==> config.mk <==
export PLATFORM = sky130hd
export DESIGN_NAME = axi_reg_arbiter
export DESIGN_NICKNAME = d
export VERILOG_FILES = /design/src/rtl/axi_reg_arb_pkg.sv /design/src/rtl/reg_arb_rr_picker.sv /design/src/rtl/axi_reg_arbiter.sv
export SDC_FILE = /design/constraint.sdc
export NUM_CORES = 1
export LEC_CHECK = 0
export BUFFER_PORTS_ARGS = -buffer_cell sky130_fd_sc_hd__buf_4
export CAP_MARGIN = 40
export CELL_PAD_IN_SITES_DETAIL_PLACEMENT = 2
export CELL_PAD_IN_SITES_GLOBAL_PLACEMENT = 2
export CORE_ASPECT_RATIO = 2
export CORE_MARGIN = 3
export CORE_UTILIZATION = 27
export DETAILED_ROUTE_END_ITERATION = 7
export GPL_TIMING_DRIVEN = 0
export HOLD_SLACK_MARGIN = 0.08
export PLACE_DENSITY = 0.9
export SLEW_MARGIN = 40
export SYNTH_ARGS = -nofsm -noshare
export SYNTH_HDL_FRONTEND = slang
export SYNTH_SLANG_ARGS = --single-unit
==> constraint.sdc <==
create_clock -name clk -period 5.3 [get_ports clk]
set_input_delay 0.265 -clock clk [delete_from_list [all_inputs] [get_ports clk]]
set_output_delay 0.265 -clock clk [all_outputs]
set_load 0.02 [all_outputs]
==> src/rtl/axi_reg_arb_pkg.sv <==
// Shared types and constants for the two-master register-interface arbiter.
package axi_reg_arb_pkg;

    typedef enum logic [2:0] {
        ST_IDLE  = 3'd0,
        ST_WRITE = 3'd1,
        ST_READ  = 3'd2,
        ST_DONE  = 3'd3,
        ST_COOL  = 3'd4
    } arb_state_t;

    localparam logic M0 = 1'b0;
    localparam logic M1 = 1'b1;

    localparam int DEFAULT_TIMEOUT_CYCLES = 256;

endpackage

==> src/rtl/reg_arb_rr_picker.sv <==
// Two-way round-robin picker: combinational grant, registered last_grant.
module reg_arb_rr_picker
    import axi_reg_arb_pkg::*;
(
    input  logic       clk,
    input  logic       rst,
    input  logic [1:0] req,
    input  logic       take,
    output logic       grant,
    output logic       valid
);

    logic last_grant;

    always_comb begin
        valid = |req;
        grant = M0;
        if (req == 2'b11) begin
            grant = ~last_grant;
        end else if (req[1]) begin
            grant = M1;
        end
    end

    // Resets to M1 so that m0 wins the first tie.
    always_ff @(posedge clk or posedge rst) begin
        if (rst) begin
            last_grant <= M1;
        end else if (take && valid) begin
            last_grant <= grant;
        end
    end

endmodule

==> src/rtl/axi_reg_arbiter.sv <==
// Two-master register-interface arbiter, one transaction outstanding at a time.
// Optional downstream timeout is built when REG_ARB_TIMEOUT_EN is defined.
module axi_reg_arbiter
    import axi_reg_arb_pkg::*;
#(
    parameter int ADDR_WIDTH     = 32,
    parameter int DATA_WIDTH     = 32,
    parameter int TIMEOUT_CYCLES = DEFAULT_TIMEOUT_CYCLES
) (
    input  logic                  clk,
    input  logic                  rst,
    input  logic [ADDR_WIDTH-1:0] i_m0_reg_address,
    input  logic                  i_m0_reg_in_rdy,
    input  logic [DATA_WIDTH-1:0] i_m0_reg_in_data,
    output logic                  o_m0_reg_in_ack_stb,
    input  logic                  i_m0_reg_out_req,
    output logic                  o_m0_reg_out_rdy_stb,
    output logic [DATA_WIDTH-1:0] o_m0_reg_out_data,
    output logic                  o_m0_reg_invalid_addr,
    input  logic [ADDR_WIDTH-1:0] i_m1_reg_address,
    input  logic                  i_m1_reg_in_rdy,
    input  logic [DATA_WIDTH-1:0] i_m1_reg_in_data,
    output logic                  o_m1_reg_in_ack_stb,
    input  logic                  i_m1_reg_out_req,
    output logic                  o_m1_reg_out_rdy_stb,
    output logic [DATA_WIDTH-1:0] o_m1_reg_out_data,
    output logic                  o_m1_reg_invalid_addr,
    output logic [ADDR_WIDTH-1:0] o_reg_address,
    output logic                  o_reg_in_rdy,
    output logic [DATA_WIDTH-1:0] o_reg_in_data,
    input  logic                  i_reg_in_ack_stb,
    output logic                  o_reg_out_req,
    input  logic                  i_reg_out_rdy_stb,
    input  logic [DATA_WIDTH-1:0] i_reg_out_data,
    input  logic                  i_reg_invalid_addr
);

    generate
        if (TIMEOUT_CYCLES < 1) begin : g_bad_timeout
            $error("TIMEOUT_CYCLES must be at least 1");
        end
    endgenerate

    arb_state_t state, state_nxt;

    logic [1:0]            req;
    logic                  pick, pick_valid, pick_wr;
    logic                  grant_q, wr_q, inv_q;
    logic [ADDR_WIDTH-1:0] addr_q;
    logic [DATA_WIDTH-1:0] wdata_q, rdata0_q, rdata1_q, rdata_nxt;
    logic                  timeout, wr_done, rd_done, done;

    assign req     = {i_m1_reg_in_rdy | i_m1_reg_out_req, i_m0_reg_in_rdy | i_m0_reg_out_req};
    assign pick_wr = (pick == M1) ? i_m1_reg_in_rdy : i_m0_reg_in_rdy;

    reg_arb_rr_picker u_picker (
        .clk   (clk),
        .rst   (rst),
        .req   (req),
        .take  (state == ST_IDLE),
        .grant (pick),
        .valid (pick_valid)
    );

`ifdef REG_ARB_TIMEOUT_EN
    localparam int CNT_W = $clog2(TIMEOUT_CYCLES) + 1;
    logic [CNT_W-1:0] cnt;

    // Cleared throughout IDLE, so it is zero on the first WRITE/READ cycle.
    always_ff @(posedge clk or posedge rst) begin
        if (rst) begin
            cnt <= '0;
        end else if (state == ST_WRITE || state == ST_READ) begin
            cnt <= cnt + 1'b1;
        end else begin
            cnt <= '0;
        end
    end

    assign timeout = (cnt == CNT_W'(TIMEOUT_CYCLES - 1));
`else
    assign timeout = 1'b0;
`endif

    assign wr_done   = (state == ST_WRITE) && (i_reg_in_ack_stb || timeout);
    assign rd_done   = (state == ST_READ) && (i_reg_out_rdy_stb || timeout);
    assign done      = wr_done || rd_done;
    assign rdata_nxt = i_reg_out_rdy_stb ? i_reg_out_data : '0;

    always_ff @(posedge clk or posedge rst) begin
        if (rst) begin
            state <= ST_IDLE;
        end else begin
            state <= state_nxt;
        end
    end

    always_comb begin
        state_nxt = state;
        case (state)
            ST_IDLE:  if (pick_valid) state_nxt = pick_wr ? ST_WRITE : ST_READ;
            ST_WRITE: if (done) state_nxt = ST_DONE;
            ST_READ:  if (done) state_nxt = ST_DONE;
            ST_DONE:  state_nxt = ST_COOL;
            ST_COOL:  state_nxt = ST_IDLE;
            default:  state_nxt = ST_IDLE;
        endcase
    end

    always_ff @(posedge clk or posedge rst) begin
        if (rst) begin
            grant_q  <= M0;
            wr_q     <= 1'b0;
            inv_q    <= 1'b0;
            addr_q   <= '0;
            wdata_q  <= '0;
            rdata0_q <= '0;
            rdata1_q <= '0;
        end else begin
            if (state == ST_IDLE && pick_valid) begin
                grant_q <= pick;
                wr_q    <= pick_wr;
                addr_q  <= (pick == M1) ? i_m1_reg_address : i_m0_reg_address;
                wdata_q <= (pick == M1) ? i_m1_reg_in_data : i_m0_reg_in_data;
            end
            if (wr_done) begin
                inv_q <= i_reg_in_ack_stb ? i_reg_invalid_addr : 1'b1;
            end
            // Read data only lands in the served master's register; the other keeps its last value.
            if (rd_done) begin
                inv_q <= i_reg_out_rdy_stb ? i_reg_invalid_addr : 1'b1;
                if (grant_q == M1) begin
                    rdata1_q <= rdata_nxt;
                end else begin
                    rdata0_q <= rdata_nxt;
                end
            end
        end
    end

    always_comb begin
        o_reg_in_rdy          = (state == ST_WRITE);
        o_reg_out_req         = (state == ST_READ);
        o_reg_address         = addr_q;
        o_reg_in_data         = wdata_q;
        o_m0_reg_in_ack_stb   = (state == ST_DONE) && (grant_q == M0) && wr_q;
        o_m0_reg_out_rdy_stb  = (state == ST_DONE) && (grant_q == M0) && !wr_q;
        o_m0_reg_invalid_addr = (state == ST_DONE) && (grant_q == M0) && inv_q;
        o_m1_reg_in_ack_stb   = (state == ST_DONE) && (grant_q == M1) && wr_q;
        o_m1_reg_out_rdy_stb  = (state == ST_DONE) && (grant_q == M1) && !wr_q;
        o_m1_reg_invalid_addr = (state == ST_DONE) && (grant_q == M1) && inv_q;
        o_m0_reg_out_data     = rdata0_q;
        o_m1_reg_out_data     = rdata1_q;
    end

endmodule

==> metrics.md, run 1 <==
| Metric | Value |
|---|---|
| Initial Util | 0.277 |
| DRT antenna net count | 0 |
| Share of cells above drive strength 1 | 0.524 |
| Synth Cell Area | 5730 um2 |
| Antenna cells | 0 |
| Maximum fanout along the worst path | 7 |
| CTS max path bufs | 2 |
| Die area | 23100 um2 |
| Crit Path Class | register to output port |
| Pins Over Slew Limit | 0 |
| YS warnings | 0 |
| Static leakage | 4.58 nW |
| Routed WL | 24600 um |
| Design area | 9340 um2 |
| Synthesis-to-layout area growth | 63.1% |
| First-pass GRT wire length | 36300 um |
| Fmax | 0.475 GHz |
| Die X | 109 um |
| Crit path cell chain | nand2_1 > nor2_1 > and3_1 > buf_4 |
| GPL Wtd Cong | 0.756 |
| Final worst slack | 3.19 ns |
| Final min period | 2.11 ns |
| # clock sinks | 135 |
| Mapped Nets | 625 |
| TritonRoute pass-1 iters | 4 |
| Syn avg cell area | 12.6 um2 |
| Placed cell area | 8380 um2 |
| CTS tree | yes |
| Vias in the first global route | 6146 |
| Least-Margin Pin Slew | 0.516 ns |
| Power Density | 660 nW/um2 |
| Placement Setup Slack | 3.25 ns |
| Seq pwr share | 0.307 |
| DR DRC count | 0 |
| RSZ-0062 raised after global routing | false |
| Die Ht | 212 um |
| Largest net degree at the start of global routing | 76 |
| Sequential cell area fraction in the yosys report | 0.590 |
| Critical path endpoint category | output port |
| CP Buf/Inv Count | 1 |
| Slowest cell on the critical path | dfrtp_1 |
| Core area | 20600 um2 |
| Crit path largest cell delay | 0.49 ns |
| Total CTS buffers | 17 |
| Util after Layout | 0.453 |
| Placement Rows | 74 |
| Switching fraction of total power | 0.416 |
| DR iter-0 viols | 157 |
| Worst EP required | 5.04 ns |
| DR WL/cell | 22.5 um |
| Clk_skew | 0.00426 ns |
| Avg Vias per Cell | 4.75 |
| Syn Inst Count | 456 |
| Clock Latency Late Sink | 0.44 ns |
| DR vias | 5193 |
| Root buf cell | clkbuf_16 |
| Fin crit share | 0.397 |
| Total Routing Usage GR | 0.216 |
| Hold Crit Class | primary input to register |
| Fin. Hold Viols | 0 |
| Worst VDD drop | 0.399 mV |
| Setup-failing EPs final | 0 |
| Clock transition at the registers of the reported paths | 0.06 ns |
| Yosys cell types | 26 |
| # nets final | 984 |
| GR Overflow Total | 0 |
| Top delay family on crit path | simple AND/OR/NAND/NOR gates |
| Internal power | 3.60 mW |
| CP Launch Type | register |
| Initial antenna violation count | 0 |
| Clock share of power | 0.203 |
| Comb pwr share | 0.490 |
| WP data arrival | 1.84 ns |
| Max Cap Viol | 0 |
| Outcome | completed |
| Hpwl dp | 17700 um |
| Psw | 2.57 mW |
| Number of buffers added on ports | 304 |
| Max_slew headroom | 0.656 |
| I/O Pins | 305 |
| Seq cells post-synth | 135 |
| H-tree depth | 4 |
==> power by group through the flow <==
stage	clock network (mW)	logic, mW	registers, mW
detailed placement	0	3.00	1.88
finish	1.25	3.02	1.89
CTS	1.29	3.05	1.88
floorplan	0	1.05	2.42
global placement	0	2.89	1.82
global route	1.33	3.24	1.96
==> cell usage after synthesis <==
cell type | count | share of area
dfrtp_1 | 134 | 0.59
nor2_1 | 69 | 0.045
a21oi_1 | 67 | 0.059
mux2i_1 | 66 | 0.12
mux2_2 | 65 | 0.13
buf_2 | 16 | 0.014
buf_4 | 8 | 0.010
and3_1 | 4 | 0.0044
inv_1 | 4 | 0.0026
buf_6 | 3 | 0.0059
nand2_1 | 3 | 0.0020
nand2b_1 | 2 | 0.0022
nor4_1 | 2 | 0.0022
a2111oi_4 | 1 | 0.0048
a21boi_0 | 1 | 0.0013
a31oi_1 | 1 | 0.0011
and2_1 | 1 | 0.0011
clkbuf_1 | 1 | 0.00065
dfstp_2 | 1 | 0.0046
mux2_1 | 1 | 0.0020
nand3_1 | 1 | 0.00087
nand3_2 | 1 | 0.0017
nor3b_1 | 1 | 0.0013
o21ai_0 | 1 | 0.00087
o22ai_2 | 1 | 0.0022
o31a_1 | 1 | 0.0015
==> registers in the layout, summed over array words and instances, names as in the netlist <==
register and flops:
o_m1_reg_out_data 32, o_m0_reg_out_data 32, state 3, inv_q 1
u_picker.last_grant 1, wr_q 1, grant_q 1, o_reg_in_data 32
o_reg_address 32
==> path summary, 6_finish.rpt <==
path	from	endpoint	slack [ns]	cells past startpoint
setup reg to reg	state[2]$_DFFE_PP0P_	o_m0_reg_out_data[18]$_DFFE_PP0P_	3.24	6
hold reg to reg	o_m0_reg_out_data[20]$_DFFE_PP0P_	o_m0_reg_out_data[20]$_DFFE_PP0P_	0.51	1
setup / recovery	state[1]$_DFFE_PP0P_	o_m0_reg_invalid_addr	3.19	4
max in group asynchronous	rst	o_reg_address[16]$_DFFE_PP0P_	4.14	4
min in group asynchronous	rst	o_m0_reg_out_data[27]$_DFFE_PP0P_	0.41	3
hold / removal	i_m1_reg_address[24]	o_reg_address[24]$_DFFE_PP0P_	0.13	3
==> layout by cell type, fill, tap and decap left out, drive strengths merged, types with 2 or more instances in the layout <==
master / count
nand3: 2
and3: 4
nor4: 2
dlygate4sd3: 35
nand2b: 2
mux2: 66
dfrtp: 134
buf: 332
nor2: 69
clkinvlp: 3
clkbuf: 18
nand2: 3
mux2i: 66
clkinv: 2
a21oi: 67
bufinv: 3
inv: 11
==> worst min-delay path, delay by kind of cell <==
family,cells,cell delay (ns)
AO/OA/AOI/OAI,1,0.13
buffers and inverters,1,0.08
multiplexers,1,0.05
==> area by class of cell <==
cell class	count	area, um2
clock buffer	17	425
timing repair buffer	340	2660
sequential	135	3380
multi-input combinational	289	2160
clock inverter	15	190
fill	2095	11300
inverter	4	22.5
tap	266	333
buffer	28	178
==> metal layers <==
| metal | up-vias | track usage | part of all wire |
|---|---|---|---|
| met3 | 48 | 0.0702 | 0.073 |
| met4 | 0 | 0.103 | 0.039 |
| met2 | 226 | 0.430 | 0.60 |
| met1 | 2608 | 0.183 | 0.29 |
| met5 | - | 0 | 0 |
| li1 | 2311 | - | - |
==> metrics by stage <==
stage	instances	hold slack (ns)	setup TNS (ns)	power, mW
finish	1094	0.133	0	6.17
global route	1094	0.125	0	6.53
CTS	1094	0.113	0	6.22
detailed placement	1027	0.330	0	4.88
global placement	1026	0.478	-38.06	4.72
floorplan	456	0.396	0	3.46
==> kinds of logic (layout without fill, tap and decap cells) <==
| family | Yosys count | in the layout | share of synthesized area |
|---|---|---|---|
| multiplexers | 132 | 132 | 0.245 |
| flip-flops | 135 | 135 | 0.590 |
| AO/OA/AOI/OAI | 73 | 73 | 0.0703 |
| buffers and inverters | 32 | 404 | 0.0336 |
| AND/OR/NAND/NOR | 84 | 84 | 0.0609 |
==> timing repair <==
item | in CTS | in global routing
buffers inserted | 0 | 0
hold buffers | 35 | 0
resized for setup | 0 | 0
endpoints found under the hold margin | 124 | 0
Power figures use the tool's default switching activity.
==> run 2: changes to the inputs <==
--- a/config.mk
+++ b/config.mk
@@ -5,17 +5,18 @@
 export SDC_FILE = /design/constraint.sdc
 export NUM_CORES = 1
 export LEC_CHECK = 0
+export ABC_AREA = 1
 export BUFFER_PORTS_ARGS = -buffer_cell sky130_fd_sc_hd__buf_4
 export CAP_MARGIN = 40
 export CELL_PAD_IN_SITES_DETAIL_PLACEMENT = 2
 export CELL_PAD_IN_SITES_GLOBAL_PLACEMENT = 2
 export CORE_ASPECT_RATIO = 2
 export CORE_MARGIN = 3
-export CORE_UTILIZATION = 27
+export CORE_UTILIZATION = 22
 export DETAILED_ROUTE_END_ITERATION = 7
 export GPL_TIMING_DRIVEN = 0
 export HOLD_SLACK_MARGIN = 0.08
-export PLACE_DENSITY = 0.9
+export PLACE_DENSITY = 0.86
 export SLEW_MARGIN = 40
 export SYNTH_ARGS = -nofsm -noshare
 export SYNTH_HDL_FRONTEND = slang
==> constraint.sdc (replaced) <==
create_clock -name clk -period 1.7 [get_ports clk]
set_input_delay 0.085 -clock clk [delete_from_list [all_inputs] [get_ports clk]]
set_output_delay 0.085 -clock clk [all_outputs]
set_load 0.02 [all_outputs]
==> run 2 against run 1 <==
Effect of this change: the run now ends with negative setup slack left; combinational power rose to 4.0 times the previous value; wire length rose by 60%; final area rose by 25%; core utilization fell by 1.1 points; sequential cell count did not move; critical endpoint is now o_reg_in_data[28]$_DFFE_PP0P_.
==> metrics.md, run 2 <==
| Metric | Value |
|---|---|
| Die area | 28900 um2 (+25%) |
| Total CTS buffers | 17 (unchanged) |
| Routed length on met3 | 1680 um (-6.4%) |
| Avg Vias per Cell | 4.84 (+1.9%) |
| Commonest cells post-synth | o21ai_0 (185), nand2_1 (149), dfrtp_1 (134) |
| Share of cells above drive strength 1 | 0.380 (-0.144) |
| Ys async rst share | 1.00 (unchanged) |
| Fin crit share | 1.03 |
| Static leakage | 5.54 nW (+21%) |
| Largest net degree at the start of global routing | 24 (-68%) |
| Clk_skew | 0.00736 ns (+0.00310 ns) |
| Total Routing Usage GR | 0.266 (+0.0493) |
| Die X | 122 um (+12%) |
| Sequential cell area fraction in the yosys report | 0.573 (-0.0169) |
| Least-Margin Pin Slew | 0.577 ns (+0.0608 ns) |
| Mapped Nets | 866 (+39%) |
| Commonest cells after routing, fill and taps aside | buf_4 (325), dlygate4sd3_1 (163), nand2_1 (147) |
| H-tree depth | 4 (unchanged) |
| Maximum fanout along the worst path | 10 (+3) |
| Post-Route M1 WL | 12200 um (+70%) |
| DR iter-0 viols | 208 (+32%) |
| Syn avg cell area | 8.46 um2 (-33%) |
| Final worst slack | -0.0507 ns (-3.24 ns) |
| Worst VDD drop | 0.808 mV (+100%) |
| Fmax | 0.571 GHz |
| Outcome | complete, but fails checks |
| Routed WL | 39500 um (+60%) |
| Post-synth top area cell | dfrtp_1 |
| Routed met2 length | 22700 um (+54%) |
| Initial Util | 0.224 (-0.0539) |
| Ys flop type | dfrtp_1 |
| DR WL/cell | 25.2 um (+12%) |
| Number of synthesized flops with an enable pin | 0 (unchanged) |
| Tot Pwr | 22.8 mW (+270%) |
| DR DRC count | 0 (unchanged) |
| Most common cell after layout, fill and taps aside | buf_4 |
| RSZ-0062 raised after global routing | true |
| Syn Inst Count | 697 (+53%) |
| Initial antenna violation count | 10 (+10) |
| TritonRoute pass-1 iters | 4 (unchanged) |
| Placement Rows | 84 (+14%) |
| DR vias | 7584 (+46%) |
| Top-area cell type share of the netlist area | 0.569 (-0.0168) |
| Clock Latency Late Sink | 0.43 ns (about the same) |
| Placed cells | 1351 (+32%) |
| CTS tree | yes |
| Fin. Hold Viols | 0 (unchanged) |
| Die Ht | 238 um (+12%) |
| Non-Filler Instances | 1568 (+43%) |
| Hpwl dp | 23000 um (+30%) |
| Yosys cell types | 21 (-19%) |
| GR Overflow Total | 0 (unchanged) |
| Critical path endpoint category | register |
| Vias in the first global route | 9268 (+51%) |
| First-pass GRT wire length | 56900 um (+57%) |
| Core area | 26400 um2 (+28%) |
| Synthesis-to-layout area growth | 97.3% |
| Hold Crit Class | primary input to register |
| Worst EP required | 2.01 ns (-3.03 ns) |
| Seq cells post-synth | 135 (unchanged) |
| Crit Path Class | register to register |
| Top routing layer in use | met4 |
| Synth Cell Area | 5900 um2 (+2.9%) |
| GPL Wtd Cong | 0.797 (+5.4%) |
| Most frequent cell after synthesis | o21ai_0 |
| Final min period | 1.75 ns |
| # nets final | 1370 (+39%) |
| Failing checks | negative setup slack |
| DRT antenna net count | 0 (unchanged) |
| I/O Pins | 305 (unchanged) |
| Largest cells by area after synthesis | dfrtp_1 (57%), o21ai_0 (16%), nand2_1 (9.5%) |
| Power Density | 1960 nW/um2 (+200%) |
| Root buf cell | clkbuf_16 |
| CTS max path bufs | 2 (unchanged) |
| Pins Over Slew Limit | 0 (unchanged) |
| Max Cap Viol | 0 (unchanged) |
| # clock sinks | 135 (unchanged) |
| Max_slew headroom | 0.615 (-0.0406) |
| Number of buffers added on ports | 304 (unchanged) |
| Clock transition at the registers of the reported paths | 0.06 ns (about the same) |
| Setup-failing EPs final | 3 (+3) |
| YS warnings | 0 (unchanged) |
| CP Launch Type | register |
| WP data arrival | 2.06 ns (+0.22 ns) |
run 2: cell types whose count changed in the layout (fill, tap and decap cells not counted), moves of 66 or more:
cell           before  now
o21ai_0             1   97
mux2i_1            66    0
dlygate4sd3_1      35  163
nand2_1             3  147
a21oi_1            67    1
o21ai_1             0  124
run 2: path summary, 6_finish.rpt:
kind / startpoint / slack [ns] / depth (start not counted) / endpoint
worst max-delay path: u_picker.last_grant$_DFFE_PP1P_ / -0.05 / 7 / o_reg_in_data[28]$_DFFE_PP0P_
worst min-delay path: i_m1_reg_in_rdy / 0.08 / 5 / wr_q$_DFFE_PP0P_
worst max register to register: u_picker.last_grant$_DFFE_PP1P_ / -0.05 / 7 / o_reg_in_data[28]$_DFFE_PP0P_
worst min register to register: o_m0_reg_out_data[21]$_DFFE_PP0P_ / 0.49 / 2 / o_m0_reg_out_data[21]$_DFFE_PP0P_
max in group asynchronous: rst / 0.41 / 7 / o_m1_reg_out_data[5]$_DFFE_PP0P_
min in group asynchronous: rst / 0.22 / 3 / o_reg_in_data[15]$_DFFE_PP0P_
run 2: stage by stage:
stage / hold WS [ns] / instance area (um2) / setup slack (ns) / TNS (ns) / util
floorplan: 0.202 / 5900 / -0.0633 / -8.49 / -
global placement: 0.300 / 8610 / -1.21 / -164.97 / 0.327
detailed placement: 0.0981 / 8760 / -0.245 / -12.28 / 0.332
CTS: 0.0820 / 11200 / 0.00101 / 0 / 0.426
global route: 0.148 / 11600 / -0.148 / -3.39 / 0.441
finish: 0.0824 / 11600 / -0.0507 / -0.107 / 0.441
run 2: kinds of logic (layout without fill, tap and decap cells):
kind of cell | Yosys count | after routing | share of synthesized area
buf+inv | 69 | 586 | 0.0513
simple gates | 231 | 231 | 0.152
compound gates | 262 | 262 | 0.223
other cells | 0 | 10 | 0
flops | 135 | 135 | 0.573
run 2: report_power, final:
part / internal (mW) / switching (mW)
logic: 4.62 / 7.56
clock network: 3.03 / 1.56
registers: 4.82 / 1.19
total: 12.5 / 10.3
run 2: timing repair:
item                                    in CTS  in global routing
buffers inserted                             5                  6
hold buffers                               163                  0
endpoints found under the setup margin     126                125
cloned                                       0                  2
gates resized for setup                     56                179
pin swaps                                    3                 22
hold endpoints to repair                   174                  0
run 2: final cells by class:
type                    instances  area, um2
fillers                      2761      14700
flip-flops and latches        135       3380
repair buffers                486       4200
multi-input cells             493       2450
diodes                         10       25.0
inverters                      15       60.1
clock inverters                11        240
clock buffers                  21        470
well taps                     344        430
plain buffers                  53        370
run 2: layer usage:
| layer | vias up | global-route usage |
|---|---|---|
| met3 | 146 | 0.0555 |
| met1 | 3766 | 0.231 |
| li1 | 3350 | - |
| met4 | 0 | 0.184 |
| met5 | - | 0 |
| met2 | 322 | 0.518 |
run 2: worst max-delay path: stages, from the launching register on:
cell and delay, ns:
dfstp_2 0.56, o21ai_2 0.07, nand2_1 0.11, inv_2 0.05, clkbuf_4 0.20, buf_4 0.24, o21ai_0 0.28, o21ai_1 0.12
==> run 3: changes to the inputs <==
--- a/config.mk
+++ b/config.mk
@@ -12,11 +12,11 @@
 export CELL_PAD_IN_SITES_GLOBAL_PLACEMENT = 2
 export CORE_ASPECT_RATIO = 2
 export CORE_MARGIN = 3
-export CORE_UTILIZATION = 22
+export CORE_UTILIZATION = 24
 export DETAILED_ROUTE_END_ITERATION = 7
 export GPL_TIMING_DRIVEN = 0
 export HOLD_SLACK_MARGIN = 0.08
-export PLACE_DENSITY = 0.86
+export PLACE_DENSITY = 0.89
 export SLEW_MARGIN = 40
 export SYNTH_ARGS = -nofsm -noshare
 export SYNTH_HDL_FRONTEND = slang
==> constraint.sdc (replaced) <==
create_clock -name clk -period 2 [get_ports clk]
set_input_delay 0.1 -clock clk [delete_from_list [all_inputs] [get_ports clk]]
set_output_delay 0.1 -clock clk [all_outputs]
set_load 0.02 [all_outputs]
==> run 3 against run 2 <==
Effect of this change: the run now ends clean; sequential share of layout area increased by 1.7 points; combinational power fell by 24%; power down 22%; final area decreased by 5.8%; sequential cell count unchanged; sequential power is 15% lower.
==> metrics.md, run 3 (synthesized netlist as in run 2, its figures left out) <==
| Metric | Value |
|---|---|
| Outcome | completed |
| Fin. Hold Viols | 0 (unchanged) |
| Crit path largest cell delay | 0.43 ns (-0.13 ns) |
| Clock Latency Late Sink | 0.45 ns (+0.02 ns) |
| Util after Layout | 0.456 (+0.0154) |
| Largest net degree at the start of global routing | 25 (+4.2%) |
| Hold Crit Class | primary input to register |
| DR vias | 7697 (+1.5%) |
| Seq pwr share | 0.287 (+0.023) |
| Routed WL | 39300 um (-0.59%) |
| Maximum fanout along the worst path | 10 (unchanged) |
| Clk_skew | 0.0134 ns (+0.00606 ns) |
| Placement Rows | 80 (-4.8%) |
| Non-Filler Instances | 1501 (-4.3%) |
| Slowest cell on the critical path | dfrtp_1 |
| Multi-input gate area | 2230 um2 (-9.0%) |
| Least-Margin Pin Slew | 0.595 ns (+0.0174 ns) |
| WP data arrival | 2.25 ns (+0.19 ns) |
| Setup-failing EPs final | 0 (-3) |
| DR WL/cell | 26.2 um (+3.8%) |
| Placement Setup Slack | 0.108 ns (+0.353 ns) |
| Tot Pwr | 17.7 mW (-22%) |
| H-tree depth | 4 (unchanged) |
| # clock sinks | 135 (unchanged) |
| Final worst slack | 0.0627 ns (+0.113 ns) |
| Reg2Reg Launch Point | state[2]$_DFFE_PP0P_ |
| Worst EP required | 2.32 ns (+0.31 ns) |
| DRT antenna net count | 0 (unchanged) |
| Clock share of power | 0.188 (-0.014) |
| Worst VDD drop | 0.644 mV (-20%) |
| Switching fraction of total power | 0.473 (+0.0205) |
| Most common cell after layout, fill and taps aside | buf_4 |
| First-pass GRT wire length | 57400 um (+0.74%) |
| Die area | 26600 um2 (-8.0%) |
| Clock transition at the registers of the reported paths | 0.06 ns (about the same) |
| Core area | 24000 um2 (-8.9%) |
| Hpwl dp | 22800 um (-1.0%) |
| Crit path cell chain | inv_1 > nand4_1 > buf_2 > clkbuf_1 > o21ai_0 > nand2_1 |
| TritonRoute pass-1 iters | 4 (unchanged) |
| Register area | 3380 um2 (-0.15%) |
| Number of buffers added on ports | 304 (unchanged) |
| Die Ht | 228 um (-4.2%) |
| CP Buf/Inv Count | 3 (unchanged) |
| Total CTS buffers | 17 (unchanged) |
| Root buf cell | clkbuf_16 |
| Initial antenna violation count | 9 (-1) |
| Power Density | 1610 nW/um2 (-18%) |
| Psw | 8.38 mW (-19%) |
| GPL Wtd Cong | 0.845 (+6.0%) |
| Avg Vias per Cell | 5.13 (+6.0%) |
| DR DRC count | 0 (unchanged) |
| Crit Path Class | register to register |
| Layout filler cell count | 2566 (-7.1%) |
| Commonest cells after routing, fill and taps aside | buf_4 (307), o21ai_0 (180), dlygate4sd3_1 (163) |
| Synthesis-to-layout area growth | 86.0% |
| Placed cells | 1294 (-4.2%) |
| Flop-to-flop setup slack | 0.06 ns (+0.11 ns) |
| Fmax | 0.516 GHz (-9.6%) |
| Comb pwr share | 0.525 (-0.010) |
| Final min period | 1.94 ns (+0.187 ns) |
| Max Cap Viol | 0 (unchanged) |
| Crit. Startpoint | state[2]$_DFFE_PP0P_ |
| Max_slew headroom | 0.604 (-0.0116) |
| Pins Over Slew Limit | 0 (unchanged) |
| Final setup TNS | 0 ns (+0.107 ns) |
| Internal power | 9.32 mW (-25%) |
| Die X | 117 um (-4.0%) |
| Static leakage | 5.30 nW (-4.3%) |
| Critical path endpoint category | register |
| CTS tree | yes |
| I/O Pins | 305 (unchanged) |
| Fin crit share | 0.969 (-0.0611) |
| Share of cells above drive strength 1 | 0.318 (-0.0616) |
| Initial Util | 0.245 (+0.0219) |
| DR iter-0 viols | 312 (+50%) |
| Hold path start | i_m1_reg_in_rdy |
| CTS max path bufs | 2 (unchanged) |
| Vias in the first global route | 9356 (+0.95%) |
| CP Launch Type | register |
| Top delay family on crit path | buffers and inverters |
| # nets final | 1360 (-0.73%) |
| Total Routing Usage GR | 0.296 (+0.0299) |
| GR Overflow Total | 0 (unchanged) |
[run 3: repair_timing]
action	4_1_cts	5_1_grt
setup buffers	0	2
hold buffers	163	0
pin swaps	0	1
gates resized for setup	3	22
endpoints found under the setup margin	6	49
endpoints found under the hold margin	161	0
[run 3: stage by stage]
| step | cell area, um2 | hold WS (ns) |
|---|---|---|
| floorplan | 5900 | 0.217 |
| CTS | 10900 | 0.0844 |
| detailed placement | 8680 | 0.140 |
| global route | 11000 | 0.153 |
| global placement | 8540 | 0.313 |
| finish | 11000 | 0.0985 |
[run 3: cell type report]
class | count | share of cell area
diodes | 10 | 0.00228
plain buffers | 54 | 0.0236
clock buffers | 23 | 0.0418
clock inverters | 9 | 0.0114
inverters | 15 | 0.00571
multi-input cells | 493 | 0.204
flip-flops and latches | 135 | 0.308
well taps | 287 | 0.0327
repair buffers | 475 | 0.371
[run 3: path summary, 6_finish.rpt]
check,endpoint,depth (start not counted)
worst max-delay path,o_m0_reg_out_data[22]$_DFFE_PP0P_,6
worst min-delay path,state[1]$_DFFE_PP0P_,6
worst max register to register,o_m0_reg_out_data[22]$_DFFE_PP0P_,6
worst min register to register,u_picker.last_grant$_DFFE_PP1P_,2
max in group asynchronous,o_m0_reg_out_data[6]$_DFFE_PP0P_,7
min in group asynchronous,o_m0_reg_out_data[24]$_DFFE_PP0P_,3
[run 3: metal layers]
metal  track usage  part of all wire
met5             0                 0
met4         0.209             0.081
met3        0.0676             0.040
met2         0.559              0.56
met1         0.265              0.32
[run 3: power groups by stage]
stage          clock network [mW]  registers (mW)  logic [mW]
2_1_floorplan                   0            6.24        2.83
3_3_place_gp                    0            4.78        7.97
3_5_place_dp                    0            4.88        8.33
4_1_cts                      3.33            4.85        8.66
5_1_grt                      3.49            5.20        9.96
6_report                     3.32            5.08        9.30
[run 3: worst reg2reg max path, cell delays in order (launching register included)]
cell	delay (ns)
dfrtp_1	0.43
inv_1	0.16
nand4_1	0.21
buf_2	0.26
clkbuf_1	0.30
o21ai_0	0.35
nand2_1	0.11
